--- src/rtl/fetch_unit_pkg.sv ---
// Shared definitions for the Mock8080 instruction fetch path: FSM state
// encoding, default address width, instruction length codes, the opcode
// mask/match patterns that classify 8080 instruction lengths, and the
// instruction bundle payload.
package fetch_unit_pkg;

  localparam int unsigned DEFAULT_ADDR_W = 8;
  localparam int unsigned IDX_W          = 2;
  localparam int unsigned BYTE_W         = 8;

  typedef enum logic [1:0] {
    S_IDLE = 2'd0,
    S_REQ  = 2'd1,
    S_CAP  = 2'd2,
    S_OUT  = 2'd3
  } fetch_state_e;

  // Instruction length in bytes
  localparam logic [1:0] LEN_1 = 2'd1;
  localparam logic [1:0] LEN_2 = 2'd2;
  localparam logic [1:0] LEN_3 = 2'd3;

  // Three-byte families: 00rr0001 (LXI), 11ccc010 (Jcc), 11ccc100 (Ccc),
  // 11xx1101 (CALL and the DD/ED/FD call aliases)
  localparam logic [7:0] LXI_MASK   = 8'hCF;
  localparam logic [7:0] LXI_MATCH  = 8'h01;
  localparam logic [7:0] COND_MASK  = 8'hC7;
  localparam logic [7:0] JCC_MATCH  = 8'hC2;
  localparam logic [7:0] CCC_MATCH  = 8'hC4;
  localparam logic [7:0] CALL_MASK  = 8'hCF;
  localparam logic [7:0] CALL_MATCH = 8'hCD;

  // Three-byte singletons
  localparam logic [7:0] OP_SHLD    = 8'h22;
  localparam logic [7:0] OP_LHLD    = 8'h2A;
  localparam logic [7:0] OP_STA     = 8'h32;
  localparam logic [7:0] OP_LDA     = 8'h3A;
  localparam logic [7:0] OP_JMP     = 8'hC3;
  localparam logic [7:0] OP_JMP_ALT = 8'hCB;

  // Two-byte families: 00rrr110 (MVI), 11xxx110 (immediate ALU)
  localparam logic [7:0] IMM_MASK   = 8'hC7;
  localparam logic [7:0] MVI_MATCH  = 8'h06;
  localparam logic [7:0] ALUI_MATCH = 8'hC6;

  // Two-byte singletons
  localparam logic [7:0] OP_OUT     = 8'hD3;
  localparam logic [7:0] OP_IN      = 8'hDB;

  // Opcode bundle presented to the decoder (address travels separately
  // because its width is a module parameter)
  typedef struct packed {
    logic [BYTE_W-1:0] opcode;
    logic [BYTE_W-1:0] op_lo;
    logic [BYTE_W-1:0] op_hi;
    logic [1:0]        len;
  } instr_bundle_t;

  localparam instr_bundle_t BUNDLE_RST = '{
    opcode: 8'h00,
    op_lo:  8'h00,
    op_hi:  8'h00,
    len:    LEN_1
  };

  function automatic logic op_match(input logic [7:0] op,
                                    input logic [7:0] mask,
                                    input logic [7:0] match);
    return (op & mask) == match;
  endfunction

endpackage

--- src/rtl/instr_len_decode.sv ---
// Combinational 8080 instruction length decoder.
// Ports:
//   opcode : opcode byte
//   len_c  : instruction length in bytes (1..3), combinational
module instr_len_decode
  import fetch_unit_pkg::*;
(
  input  logic [7:0] opcode,
  output logic [1:0] len_c
);

  logic is_len3_c;
  logic is_len2_c;

  // Length classes; a byte matches at most one class, len3 checked first
  always_comb begin
    is_len3_c = op_match(opcode, LXI_MASK,  LXI_MATCH)  ||
                op_match(opcode, COND_MASK, JCC_MATCH)  ||
                op_match(opcode, COND_MASK, CCC_MATCH)  ||
                op_match(opcode, CALL_MASK, CALL_MATCH) ||
                (opcode == OP_SHLD) || (opcode == OP_LHLD) ||
                (opcode == OP_STA)  || (opcode == OP_LDA)  ||
                (opcode == OP_JMP)  || (opcode == OP_JMP_ALT);

    is_len2_c = op_match(opcode, IMM_MASK, MVI_MATCH)  ||
                op_match(opcode, IMM_MASK, ALUI_MATCH) ||
                (opcode == OP_OUT) || (opcode == OP_IN);

    len_c = LEN_1;
    if (is_len3_c) begin
      len_c = LEN_3;
    end else if (is_len2_c) begin
      len_c = LEN_2;
    end
  end

endmodule

--- src/rtl/fetch_unit.sv ---
// Mock8080 instruction fetch stage. Owns the PC, issues one BRAM read per
// mem_step strobe, assembles opcode plus operand bytes and hands the
// complete instruction to the decoder over valid/ready.
// Ports:
//   clk_qzt, rst          : clock, async active-high reset
//   run                   : fetch enable, sampled before each new instruction
//   mem_step              : single-cycle BRAM access strobe
//   mem_data              : registered BRAM read data
//   mem_en, mem_addr      : BRAM enable and read address
//   pc_load, pc_new       : redirect request and target
//   instr_valid/ready     : bundle handshake
//   instr_opcode/op_lo/op_hi/len/pc : instruction bundle
//   pc_out                : current PC (debug)
module fetch_unit
  import fetch_unit_pkg::*;
#(
  parameter int unsigned       ADDR_W   = DEFAULT_ADDR_W,
  parameter logic [ADDR_W-1:0] RESET_PC = '0
) (
  input  logic              clk_qzt,
  input  logic              rst,
  input  logic              run,
  input  logic              mem_step,
  input  logic [7:0]        mem_data,
  output logic              mem_en,
  output logic [ADDR_W-1:0] mem_addr,
  input  logic              pc_load,
  input  logic [ADDR_W-1:0] pc_new,
  output logic              instr_valid,
  input  logic              instr_ready,
  output logic [7:0]        instr_opcode,
  output logic [7:0]        instr_op_lo,
  output logic [7:0]        instr_op_hi,
  output logic [1:0]        instr_len,
  output logic [ADDR_W-1:0] instr_pc,
  output logic [ADDR_W-1:0] pc_out
);

  fetch_state_e       state_q, state_d;
  logic [ADDR_W-1:0]  pc_q, pc_d;
  logic [IDX_W-1:0]   idx_q, idx_d;
  instr_bundle_t      bundle_q, bundle_d;
  logic [ADDR_W-1:0]  ipc_q, ipc_d;
  logic               mem_en_d;
  logic [ADDR_W-1:0]  mem_addr_d;
  logic               valid_d;
  logic [1:0]         dec_len_c;
  logic [1:0]         cap_len_c;
  logic               more_c;

  instr_len_decode u_len_dec (
    .opcode (mem_data),
    .len_c  (dec_len_c)
  );

  // State register and registered outputs
  always_ff @(posedge clk_qzt or posedge rst) begin
    if (rst) begin
      state_q     <= S_IDLE;
      pc_q        <= RESET_PC;
      idx_q       <= '0;
      bundle_q    <= BUNDLE_RST;
      ipc_q       <= RESET_PC;
      mem_en      <= 1'b0;
      mem_addr    <= RESET_PC;
      instr_valid <= 1'b0;
    end else begin
      state_q     <= state_d;
      pc_q        <= pc_d;
      idx_q       <= idx_d;
      bundle_q    <= bundle_d;
      ipc_q       <= ipc_d;
      mem_en      <= mem_en_d;
      mem_addr    <= mem_addr_d;
      instr_valid <= valid_d;
    end
  end

  // Next-state, PC and bundle assembly
  always_comb begin
    state_d  = state_q;
    pc_d     = pc_q;
    idx_d    = idx_q;
    bundle_d = bundle_q;
    ipc_d    = ipc_q;

    // Length comes straight from the decoder while capturing the opcode
    cap_len_c = (idx_q == '0) ? dec_len_c : bundle_q.len;
    more_c    = (3'(idx_q) + 3'd1) < 3'(cap_len_c);

    if (pc_load) begin
      // Redirect wins over everything, including a same-cycle mem_step
      pc_d    = pc_new;
      idx_d   = '0;
      state_d = run ? S_REQ : S_IDLE;
    end else begin
      case (state_q)
        S_IDLE: begin
          if (run) begin
            idx_d   = '0;
            state_d = S_REQ;
          end
        end

        S_REQ: begin
          if (mem_step) begin
            state_d = S_CAP;
          end
        end

        S_CAP: begin
          pc_d = pc_q + ADDR_W'(1);
          case (idx_q)
            2'd0: begin
              bundle_d.opcode = mem_data;
              bundle_d.op_lo  = 8'h00;
              bundle_d.op_hi  = 8'h00;
              bundle_d.len    = dec_len_c;
              ipc_d           = pc_q;
            end
            2'd1:    bundle_d.op_lo = mem_data;
            default: bundle_d.op_hi = mem_data;
          endcase
          if (more_c) begin
            idx_d   = idx_q + IDX_W'(1);
            state_d = S_REQ;
          end else begin
            state_d = S_OUT;
          end
        end

        S_OUT: begin
          if (instr_ready) begin
            idx_d   = '0;
            state_d = run ? S_REQ : S_IDLE;
          end
        end

        default: state_d = S_IDLE;
      endcase
    end

    // Outputs registered from the next state so they line up with it
    mem_en_d   = (state_d == S_REQ);
    mem_addr_d = pc_d;
    valid_d    = (state_d == S_OUT);
  end

  assign instr_opcode = bundle_q.opcode;
  assign instr_op_lo  = bundle_q.op_lo;
  assign instr_op_hi  = bundle_q.op_hi;
  assign instr_len    = bundle_q.len;
  assign instr_pc     = ipc_q;
  assign pc_out       = pc_q;

endmodule

--- config.mk ---
export PLATFORM = sky130hd
export DESIGN_NAME = fetch_unit
export DESIGN_NICKNAME = d
export VERILOG_FILES = /design/src/rtl/fetch_unit_pkg.sv /design/src/rtl/instr_len_decode.sv /design/src/rtl/fetch_unit.sv
export SDC_FILE = /design/constraint.sdc
export NUM_CORES = 1
export LEC_CHECK = 0
export ABC_AREA = 1
export BUFFER_PORTS_ARGS = -buffer_cell sky130_fd_sc_hd__buf_2
export CAP_MARGIN = 20
export CORE_MARGIN = 1
export CORE_UTILIZATION = 53
export CTS_BUF_LIST = sky130_fd_sc_hd__clkbuf_8
export DETAILED_ROUTE_END_ITERATION = 8
export PLACE_DENSITY = 0.82
export SETUP_SLACK_MARGIN = 0.5
export SYNTH_ARGS = -nofsm -noshare
export SYNTH_HDL_FRONTEND = slang
export SYNTH_HIERARCHICAL = 1
export SYNTH_SLANG_ARGS = --single-unit
--- constraint.sdc ---
create_clock -name clk_qzt -period 2.4 [get_ports clk_qzt]
set_input_delay 0.12 -clock clk_qzt [delete_from_list [all_inputs] [get_ports clk_qzt]]
set_output_delay 0.12 -clock clk_qzt [all_outputs]
set_load 0.01 [all_outputs]
==> reports/qor.txt <==
CLOCK TREE
---------------------------------------------------------------------------------------
Clock-pin slew of the registers on the worst-case setup and hold paths            90 ps
Insertion delay to the later sink of the worst-skew pair                         300 ps
CTS Buffer Depth                                                                      2
Clock tree root driver cell                                                sky130_fd_sc_hd__clkbuf_8
Num Clock Sinks                                                                      48
CTS HTree Levels                                                                      2
TritonCTS clock tree                                                              built
Number of clock buffers inserted by TritonCTS                                         5

LOGIC SYNTHESIS
---------------------------------------------------------------------------------------
Leading area contributor after synthesis                                   sky130_fd_sc_hd__dfrtp_1
Count of warnings emitted by yosys                                                    6
Most numerous cell in the Yosys netlist                                    sky130_fd_sc_hd__nand2_1
Area fraction in and, or, nand and nor cells after synthesis                      19.3%
Post-synthesis instance area                                                   2370 µm²
Count of cell types in the netlist                                                   30
Share of the synthesized netlist area taken by xor and xnor gates                0.740%
Top cell type's share of synthesized area                                         49.7%
Largest family of logic cells by synthesized area                          simple AND/OR/NAND/NOR gates
Mux cell area share after synthesis                                              0.634%
Biggest area contributors in the synthesized netlist                       sky130_fd_sc_hd__dfrtp_1 50%, sky130_fd_sc_hd__nand2_1 9.7%, sky130_fd_sc_hd__o21ai_0 9.1%
Most instantiated flip-flop cell in the synthesis netlist                  sky130_fd_sc_hd__dfrtp_1
Most common library cells after synthesis                                  61 x sky130_fd_sc_hd__nand2_1, 47 x sky130_fd_sc_hd__dfrtp_1, 43 x sky130_fd_sc_hd__o21ai_0, 39 x sky130_fd_sc_hd__inv_1, 20 x sky130_fd_sc_hd__nand3_1
Post-synthesis adder-cell area fraction                                           2.96%
Number of register bits inferred by synthesis                                        48
Post-Syn Nets                                                                       309
Compound-Gate Fraction of Synth Area                                              13.9%
Ys async rst share                                                                 100%
Number of instances in the synthesized netlist                                      282
Avg Inst Size Synth                                                            8.40 µm²
Fraction of the yosys area taken by sequential cells                              50.8%
Number of synthesized flops with an enable pin                                        0

FINISH
---------------------------------------------------------------------------------------
Area growth syn-to-layout                                                         23.5%
Final nets                                                                          383
Final core occ                                                                    70.6%
Total non-filler cell area in the finished layout                              2920 µm²
Post-Layout Cell Count                                                              407
Antenna diode instance count                                                          0
Layout cell share with drive strength beyond 1                                    33.1%

PLACED DESIGN
---------------------------------------------------------------------------------------
Weighted congestion reported at the end of routability-driven placement           0.839
Worst slack, placed                                                              360 ps
Final HPWL from detailed placement                                              3910 µm
Total placed cells including tap cells                                              392
Number of input and output port buffers inserted                                     73
Area after DPL                                                                 2720 µm²

GRT
---------------------------------------------------------------------------------------
GR met1 Demand/Resource                                                           32.2%
Antenna violations before repair                                                      0
Largest net degree at the start of global routing                                    34
Wire length of the first global-routing pass                                    8620 µm
Peak-usage layer in the global routing report                                      met2
GRT Overall Usage                                                                 24.8%
GR Util met2                                                                      41.4%
GR Layer Usage met3                                                               5.26%
Total congestion overflow                                                             0
Number of global-route vias before repair                                          1913

TIMING
---------------------------------------------------------------------------------------
Maximum clock skew at final layout                                              3.55 ps
Total negative setup slack                                                         0 ps
Count of final max-slew check failures                                                0
RSZ-0062 raised after global routing                                                yes
Maximum operating frequency                                                   0.507 GHz
Number of failing setup endpoints in the final timing report                          0
Worst slack on hold paths                                                       21.3 ps
Slew @ Worst Pin                                                                 677 ps
Final hold violation count                                                            0
Max-Slew Margin vs Limit                                                          54.8%
Final period utilization                                                          82.2%
Final WS setup                                                                   428 ps
Min cycle time layout                                                           1970 ps

FLOORPLAN
---------------------------------------------------------------------------------------
Starting utilization of the core area                                             57.2%
Die extent in x                                                                 68.9 µm
Core Area                                                                      4140 µm²
Vertical die dimension                                                          68.9 µm
Row count                                                                            23
Count of pins on the block boundary                                                  74
Die outline area                                                               4740 µm²

PWR
---------------------------------------------------------------------------------------
Total power of the final layout                                                 2.37 mW
Power share of the sequential group                                               46.7%
Net load switching power                                                       0.789 mW
Internal power consumption                                                      1.58 mW
Proportion of power drawn by the clock network                                    25.0%
Peak ir drop on the vdd network                                                  469 µV
Leakage power figure                                                            1.64 nW
Comb pwr share                                                                    28.3%
Switch share                                                                      33.4%
Pwr dens                                                                     809 nW/µm²

STATUS
---------------------------------------------------------------------------------------
Result of the run                                                             completed

ROUTING
---------------------------------------------------------------------------------------
Number of nets with antenna violations after routing                                  0
Final Routed Wirelength                                                         5540 µm
Number of violations reported at the end of detailed-routing iteration 0            189
Drc violations                                                                        0
Via count of the routed design                                                     2127
1st-pass router iterations                                                            4
WL/cell                                                                         13.6 µm
Vias per cell                                                                      5.23

WORST SETUP PATH
---------------------------------------------------------------------------------------
Path type of the worst setup path                                               reg2reg
Data arrival at the endpoint of the critical path                               2220 ps
Worst Setup Start Kind                                                        flip-flop
Required time of the critical path                                              2650 ps
Critical path peak fanout                                                             3
Nature of the critical path endpoint                                          flip-flop

HOLD PATH
---------------------------------------------------------------------------------------
Hold crit path type                                                              in2reg

RUN
---------------------------------------------------------------------------------------
Max-cap violations                                                                    0

==> power groups by stage <==
stage               logic (mW)  registers [mW]  clock network [mW]
finish                   0.670            1.10               0.591
global route             0.760            1.13               0.621
CTS                      0.665            1.10               0.599
detailed placement       0.649            1.12                   0
global placement         0.628            1.11                   0
floorplan                0.306            1.20                   0
==> repair_timing <==
item,4_1_cts,5_1_grt
hold endpoints to repair,31,0
hold buffers,1,0
gates cloned,0,0
resized for setup,6,6
pin swaps,5,0
setup buffers,5,1
endpoints found under the setup margin,5,5
==> final cells by class <==
| cell class | count | area, µm² |
|---|---|---|
| Clock buffer | 5 | 68.8 |
| Clock inverter | 3 | 42.5 |
| Fill cell | 331 | 1220 |
| Inverter | 44 | 165 |
| Multi-Input combinational cell | 174 | 938 |
| Sequential cell | 48 | 1200 |
| Tap cell | 50 | 62.6 |
| Timing Repair Buffer | 83 | 443 |
==> cell families after synthesis <==
kind of cell / after synthesis
adder cells (fa/ha/maj): 5
AO/OA/AOI/OAI: 61
AND/OR/NAND/NOR: 105
flip-flops: 48
multiplexers: 1
buffers and inverters: 60
XOR/XNOR: 2
==> placed cells by master, fill, tap and decap left out, drive strengths merged <==
master,netlist,layout
nor3,2,2
o221ai,1,1
ha,4,4
a31oi,1,1
o21ai,48,48
a21boi,1,1
bufinv,0,1
clkbuf,3,5
nand2,63,63
clkinv,0,1
a21oi,4,4
clkinvlp,0,1
nand4,2,2
buf,13,82
inv,44,44
dfrtp,47,47
nand3,21,21
o31a,1,1
o211ai,4,4
mux2,1,1
xor2,2,2
fa,1,1
o21bai,1,1
nor2,17,17
dlygate4sd3,0,1
dfstp,1,1
==> registers in the layout, summed over array words and instances, names as in the netlist <==
name and count:
idx_q 2, instr_len 2, instr_op_hi 8, instr_op_lo 8
instr_opcode 8, instr_pc 8, instr_valid 1, mem_en 1
pc_out 8, state_q 2
==> path summary, 6_finish.rpt <==
| kind | endpoint | start | depth (start not counted) | slack [ps] |
|---|---|---|---|---|
| setup / recovery | instr_valid | idx_q[1] | 14 | 430 |
| hold reg to reg | instr_pc[5] | instr_pc[5] | 2 | 490 |
| min in group asynchronous | pc_out[6] | rst | 3 | 460 |
| hold / removal | pc_out[2] | pc_new[2] | 3 | 20 |
| setup reg to reg | instr_valid | idx_q[1] | 14 | 430 |
| max in group asynchronous | instr_op_lo[0] | rst | 4 | 1280 |
==> critical path, cell delays in order (launching register included) <==
cell and delay, ps:
sky130_fd_sc_hd__dfrtp_1 400, sky130_fd_sc_hd__inv_2 100, sky130_fd_sc_hd__ha_4 150, sky130_fd_sc_hd__nand2_2 50, sky130_fd_sc_hd__o21ai_2 60, sky130_fd_sc_hd__inv_1 70
sky130_fd_sc_hd__fa_1 480, sky130_fd_sc_hd__inv_1 40, sky130_fd_sc_hd__nor2_1 80, sky130_fd_sc_hd__nand2_1 70, sky130_fd_sc_hd__nand2_2 90, sky130_fd_sc_hd__nand2_2 80
sky130_fd_sc_hd__nand2_2 80, sky130_fd_sc_hd__nand2_2 60, sky130_fd_sc_hd__nor2_2 100
==> metal layers <==
layer | up-vias | wire length, µm | part of all wire (%)
met1 | 1014 | 2470 | 45
li1 | 1046 | - | -
met2 | 56 | 2750 | 50
met4 | 0 | 80 | 1.4
met3 | 11 | 238 | 4.3
met5 | - | 0 | 0
Note: power is estimated with default switching activity, not from simulation.
